### src/rtl/pipe_skid_reg.sv
// Elastic pipeline register carrying instruction word and PC+4 across a stage boundary.
// Two-entry skid buffer keeps in_ready purely registered; adds flush, NOP-on-empty and a stall counter.
module pipe_skid_reg #(
    parameter int          IR_W     = 32,
    parameter int          PC_W     = 32,
    parameter logic [31:0] RESET_PC = 32'h00003000,
    parameter int          CNT_W    = 16
) (
    input  logic             clk,
    input  logic             reset,
    input  logic             in_valid,
    output logic             in_ready,
    input  logic [IR_W-1:0]  in_ir,
    input  logic [PC_W-1:0]  in_pc4,
    output logic             out_valid,
    input  logic             out_ready,
    output logic [IR_W-1:0]  out_ir,
    output logic [PC_W-1:0]  out_pc4,
    input  logic             flush,
    output logic [1:0]       occupancy,
    output logic [CNT_W-1:0] stall_cnt
);

    typedef enum logic [1:0] {
        EMPTY = 2'd0,
        ONE   = 2'd1,
        TWO   = 2'd2
    } state_e;

    localparam logic [PC_W-1:0]  ResetPc = PC_W'(RESET_PC);
    localparam logic [CNT_W-1:0] CntMax  = {CNT_W{1'b1}};

    state_e            state_q, state_d;
    logic [IR_W-1:0]   mainIr_q, mainIr_d;
    logic [PC_W-1:0]   mainPc4_q, mainPc4_d;
    logic [IR_W-1:0]   skidIr_q, skidIr_d;
    logic [PC_W-1:0]   skidPc4_q, skidPc4_d;
    logic [CNT_W-1:0]  stallCnt_q, stallCnt_d;
    logic              inFire, outFire;

    // Handshake outputs come straight from the state flops, so no combinational ready path exists.
    assign out_valid = (state_q != EMPTY);
    assign in_ready  = (state_q != TWO);
    assign occupancy = state_q;
    assign out_ir    = mainIr_q;
    assign out_pc4   = mainPc4_q;
    assign stall_cnt = stallCnt_q;

    assign inFire  = in_valid && in_ready;
    assign outFire = out_valid && out_ready;

    always_comb begin
        state_d    = state_q;
        mainIr_d   = mainIr_q;
        mainPc4_d  = mainPc4_q;
        skidIr_d   = skidIr_q;
        skidPc4_d  = skidPc4_q;
        stallCnt_d = stallCnt_q;

        if (out_valid && !out_ready && (stallCnt_q != CntMax)) begin
            stallCnt_d = stallCnt_q + 1'b1;
        end

        // Flush wins over both handshakes; main_ir returns to NOP while main_pc4 keeps its value.
        if (flush) begin
            state_d  = EMPTY;
            mainIr_d = '0;
        end else begin
            unique case (state_q)
                EMPTY: begin
                    if (inFire) begin
                        mainIr_d  = in_ir;
                        mainPc4_d = in_pc4;
                        state_d   = ONE;
                    end
                end
                ONE: begin
                    if (inFire && outFire) begin
                        mainIr_d  = in_ir;
                        mainPc4_d = in_pc4;
                    end else if (outFire) begin
                        mainIr_d = '0;
                        state_d  = EMPTY;
                    end else if (inFire) begin
                        skidIr_d  = in_ir;
                        skidPc4_d = in_pc4;
                        state_d   = TWO;
                    end
                end
                TWO: begin
                    if (outFire) begin
                        mainIr_d  = skidIr_q;
                        mainPc4_d = skidPc4_q;
                        state_d   = ONE;
                    end
                end
                default: begin
                    state_d  = EMPTY;
                    mainIr_d = '0;
                end
            endcase
        end
    end

    always_ff @(posedge clk or posedge reset) begin
        if (reset) begin
            state_q    <= EMPTY;
            mainIr_q   <= '0;
            mainPc4_q  <= ResetPc;
            skidIr_q   <= '0;
            skidPc4_q  <= '0;
            stallCnt_q <= '0;
        end else begin
            state_q    <= state_d;
            mainIr_q   <= mainIr_d;
            mainPc4_q  <= mainPc4_d;
            skidIr_q   <= skidIr_d;
            skidPc4_q  <= skidPc4_d;
            stallCnt_q <= stallCnt_d;
        end
    end

endmodule

### config.mk
export PLATFORM = sky130hd
export DESIGN_NAME = pipe_skid_reg
export DESIGN_NICKNAME = d
export VERILOG_FILES = /design/src/rtl/pipe_skid_reg.sv
export SDC_FILE = /design/constraint.sdc
export NUM_CORES = 1
export LEC_CHECK = 0
export ABC_CLOCK_PERIOD_IN_PS = 9400
export BUFFER_PORTS_ARGS = -buffer_cell sky130_fd_sc_hd__buf_2
export CORE_MARGIN = 8
export CORE_UTILIZATION = 58
export CTS_CLUSTER_DIAMETER = 200
export CTS_CLUSTER_SIZE = 40
export DETAILED_ROUTE_END_ITERATION = 12
export PLACE_DENSITY = 0.9
export SLEW_MARGIN = 20
export SYNTH_ARGS = -nofsm -noshare
export SYNTH_HDL_FRONTEND = slang
export SYNTH_SLANG_ARGS = --single-unit
### constraint.sdc
create_clock -name clk -period 9.4 [get_ports clk]
set_clock_uncertainty 0.1 [all_clocks]
set_input_delay 1.41 -clock clk [delete_from_list [all_inputs] [get_ports clk]]
set_output_delay 1.41 -clock clk [all_outputs]
set_load 0.02 [all_outputs]
# After elaboration in Yosys (flattened, before gate mapping)
# Index checks and enable logic that the tools add are counted.
# Widths: inputs -> output; s select.
[word_totals]
wordCells = 52
register_bits = 146
out_inout_bits = 84
[op_classes]
n_mux = 17
n_bitwise = 3
addsub = 1
eq_ne = 12
n_reduce_logical = 13
[op_table]
columns = ["cell", "count"]
rows = [
  ["$mux 32", 8],
  ["$pmux 32 s3", 2],
  ["$add 16x1->16 const B", 1],
  ["$ne 16x16->1 const B", 1],
  ["$mux 2", 6],
  ["$reduce_and 5->1", 2],
  ["$ne 3x3->1 const B", 3],
  ["$ne 2x2->1 const B", 4],
  ["$ne 4x4->1 const B", 2],
  ["$pmux 2 s3", 1],
  ["$logic_and 1x1->1", 5],
  ["$reduce_and 4->1", 1],
  ["$not 1->1", 3],
  ["$reduce_and 3->1", 1],
  ["$reduce_bool 3->1", 1],
  ["$eq 2x1->1 const B", 1],
  ["$eq 2x2->1 const B", 1],
  ["$logic_not 2->1", 1],
  ["$reduce_bool 2->1", 1],
  ["$logic_not 1->1", 1],
]

# Depth between registers and ports, before layout
[depth]
word_depth = 7
ltp_mapped = 7
mapped_depth_nobuf = 5

# Worst setup path after synthesis
# Ideal clock, no wire load.
[synth_timing]
path_kind = "input-to-reg"
from = "in out_ready"
to = "reg stallCnt_q[15] (netlist: stall_cnt[15])"
path_buffers = 1
cell_stages = 5
setup_slack_ns = 6.542
required_ns = 9.172
t_arrival_ns = 2.631
cell_sequence = "buf_2 o21bai_4 or3_4 nor3_1 mux2_1"
[synth_via]
elab_chain_len = 3
[synth_lines]
columns = ["element", "line", "text"]
rows = [
  ["from (decl)", "16", "input logic out_ready,"],
  ["$logic_not 1->1", "60", "if (out_valid && !out_ready && (stallCnt_q != CntMax)) begin"],
  ["$logic_and 1x1->1 (2 in a row)", "60", ""],
  ["to (signal assigned)", "119", "stallCnt_q <= stallCnt_d;"],
  ["to (decl)", "38", "logic [CNT_W-1:0] stallCnt_q, stallCnt_d;"],
]
# Every way passes these cells.
# A chain may end at the register's enable or synchronous reset.

# Worst setup path in the final report
[layout_timing]
from = "reg state_q[0] (netlist: occupancy[0])"
to = "out in_ready"
[layout_via]
elab_chain_len = 1
[layout_lines]
columns = ["element", "line", "text"]
rows = [
  ["from (decl)", "33", "state_e state_q, state_d;"],
  ["from (signal assigned)", "114", "state_q <= state_d;"],
  ["$ne 2x2->1", "43", "assign in_ready = (state_q != TWO);"],
  ["to (decl)", "12", "output logic in_ready,"],
]
# Every way passes these cells.

==> results.yml <==
layout:
  area_growth_syn_to_layout_pct: 23.6
  fill_cells: 698
  final_layout_size_suffix_gt1_share_pct: 38.0
  final_util_pct: 72.9
  postLayoutCellArea_mm2: 0.00787
  fin_nets: 665
  stdcell_count: 749
synthesis:
  synthCells: 448
  yosys.area_share.adder_pct: 0.197
  syn-cell-area_mm2: 0.00636
  synth-edff-count: 0
  synth-xor-area-share_pct: 1.65
  syn_nets: 518
  synth-compound-area-share_pct: 10.2
  synthMuxAreaShare_pct: 23.3
  synth_top_family_by_area: "multiplexers"
  async_flop_share_pct: 100
  yosysSeqAreaShare_pct: 57.5
  yosys_warnings: 0
  synth_ff_type: "dfrtp_1"
  ys_ff_latch: 146
  syn_area_per_cell_um2: 14.2
  synth_cell_types: 47
  synth-simple-area-share_pct: 4.68
critical_path:
  worstRegToRegCells: 4
  worstPathMaxFanout: 44
  cp.required_ns: 7.89
  crit_end: "in_ready"
  r2r_end: "out_pc4[20]$_DFFE_PP0P_"
  setup.worst_path.start: "occupancy[0]$_DFFE_PP0P_"
  criticalPathCategory: "register to output port"
  r2r_slack_ns: 6.54
  arrival_ns: 2.74
  start_kind: "register"
  r2r-start: "occupancy[0]$_DFFE_PP0P_"
  end_kind: "output port"
sta:
  rsz0062_at_grt: "no"
  drv_slew: 0
  period_share_pct: 45.2
  layout_min_cycle_time_ns: 4.25
  fmax_mhz: 235
  slew_headroom_pct: 31.8
  tightest_slew_ns: 1.02
  fin_ws_ns: 5.15
  fin_tns_setup_ns: 0
  holdWs_ns: 0.385
  setup_viol: 0
  finalHoldViolCount: 0
floorplan:
  die_h_um: 121
  start_util_pct: 59.0
  die_w_um: 121
  io_pins: 153
  coreArea_mm2: 0.0108
  rows: 38
  die_area_mm2: 0.0146
routing:
  wl_per_cell_um: 20.0
  vias: 4355
  dr.first_iter.drc_count: 269
  detail-route-antenna-nets: 0
  firstDrtPassIters: 4
  wl_mm: 15.0
  drc: 0
  viasPerCell: 5.81
place:
  place_hpwl_mm: 10.3
  gp_congestion: 0.833
  placed_cell_area_mm2: 0.00722
  place_ws_ns: 5.64
  io_buffer_count: 152
  placed_cells: 716
min_path:
  hold_path.class: "register to register"
global_routing:
  antenna_found_initial: 2
  grt_max_degree: 81
  grt_pass1_wl_mm: 24.5
  overflow: 0
  first_global_vias: 4788
  grt_usage_pct: 21.0
clock_tree:
  clock_path_buffers: 2
  cts_resized: 0
  cts_root_buf: "clkbuf_8"
  htree_levels: 4
  cts_made_buffers: 17
  path_clk_slew_ns: 0.06
  postCtsSetupRepairBufs: 0
  cts_hold_buf: 0
  tritoncts: "yes"
  worstSkewPairLatency_ns: 0.51
  cts.sinks: 146
status:
  status: "completed"
flow_run:
  max_cap_violations: 0
power:
  p_total_mw: 1.89
  powerDensity_mw_per_mm2: 240
  leakagePower_nw: 3.74
  peakVddDrop_mv: 0.143
sequential cells by signal, indices dropped and copies added, names as in the netlist:
name and flops:
occupancy 2, skidPc4_q 32, out_pc4 32, out_ir 32, stall_cnt 16, skidIr_q 32
worst min path at each step:
stage                              startpoint                        end  depth (start not counted)
global placement    skidPc4_q[30]$_DFFE_PP0P_  skidPc4_q[30]$_DFFE_PP0P_                          1
floorplan           skidPc4_q[10]$_DFFE_PP0P_  skidPc4_q[10]$_DFFE_PP0P_                          1
detailed placement      out_ir[9]$_DFFE_PP0P_      out_ir[9]$_DFFE_PP0P_                          1
finish                 out_ir[17]$_DFFE_PP0P_     out_ir[17]$_DFFE_PP0P_                          1
global route           out_ir[17]$_DFFE_PP0P_     out_ir[17]$_DFFE_PP0P_                          1
CTS                     out_ir[9]$_DFFE_PP0P_      out_ir[9]$_DFFE_PP0P_                          1
layout by cell type, fill, tap and decap left out, types with 2 or more instances in the layout:
cell type / n
bufinv_16: 5
mux2_1: 104
nand2_1: 7
nor3_1: 5
clkinvlp_4: 2
buf_2: 152
clkbuf_16: 16
nand3_1: 4
dfrtp_1: 144
o21bai_4: 2
nor4_1: 2
clkbuf_1: 3
mux2i_1: 2
a22oi_1: 32
mux2_2: 26
or2_1: 2
clkbuf_8: 4
dfstp_2: 2
nand4_1: 2
o2bb2ai_1: 32
buf_4: 3
nor2_1: 10
a21oi_1: 4
xor2_1: 11
synth_stat cells, drive strengths merged, types with 2 or more instances:
cell type | count | area, um^2
a21oi | 5 | 25.0
a22oi | 32 | 240
buf | 17 | 109
clkbuf | 11 | 41.3
dfrtp | 144 | 3600
dfstp | 2 | 52.6
inv | 3 | 11.3
mux2 | 130 | 1460
mux2i | 2 | 20.0
nand2 | 7 | 26.3
nand3 | 6 | 35.0
nand4 | 3 | 25.0
nor2 | 11 | 41.3
nor3 | 5 | 25.0
nor4 | 4 | 46.3
nor4b | 2 | 23.8
o21bai | 3 | 37.5
o2bb2ai | 32 | 280
or2 | 3 | 18.8
xor2 | 11 | 96.3
critical path, cell delays in order (launching register included):
cell and delay [ns]:
dfrtp_1 0.55, and2b_2 0.91, inv_2 0.48, buf_2 0.29
cell type report:
class                      instances  area (um^2)  area share, %
clock buffer                      23          467           5.93
timing repair buffer             156          795           10.1
multi-input combinational        271         2580           32.8
inverter                           3         16.3          0.207
sequential                       146         3660           46.5
tap                              140          175           2.23
clock inverter                     9          179           2.27
antenna                            1         2.50         0.0318
kinds of logic (layout without fill, tap and decap cells):
group                    Yosys count  count (layout)
adder cells (fa/ha/maj)            1               1
other                              0               1
AO/OA/AOI/OAI                     78              78
AND/OR/NAND/NOR                   48              48
flip-flops                       146             146
buffers and inverters             31             191
multiplexers                     132             132
XOR/XNOR                          12              12
power breakdown:
| part | switching [mW] | total (mW) | internal (mW) |
|---|---|---|---|
| clock | 0.250 | 0.730 | 0.480 |
| sequential | 0.0806 | 0.838 | 0.758 |
| combinational | 0.180 | 0.318 | 0.138 |
per-layer routing:
layer	track usage (%)	part of all wire [%]	routed length, um
met1	25.4	42	6260
met2	35.1	49	7390
met3	7.51	7.3	1090
met4	5.46	1.4	206
met5	0	0.15	23
(Power assumes the default switching activity.)
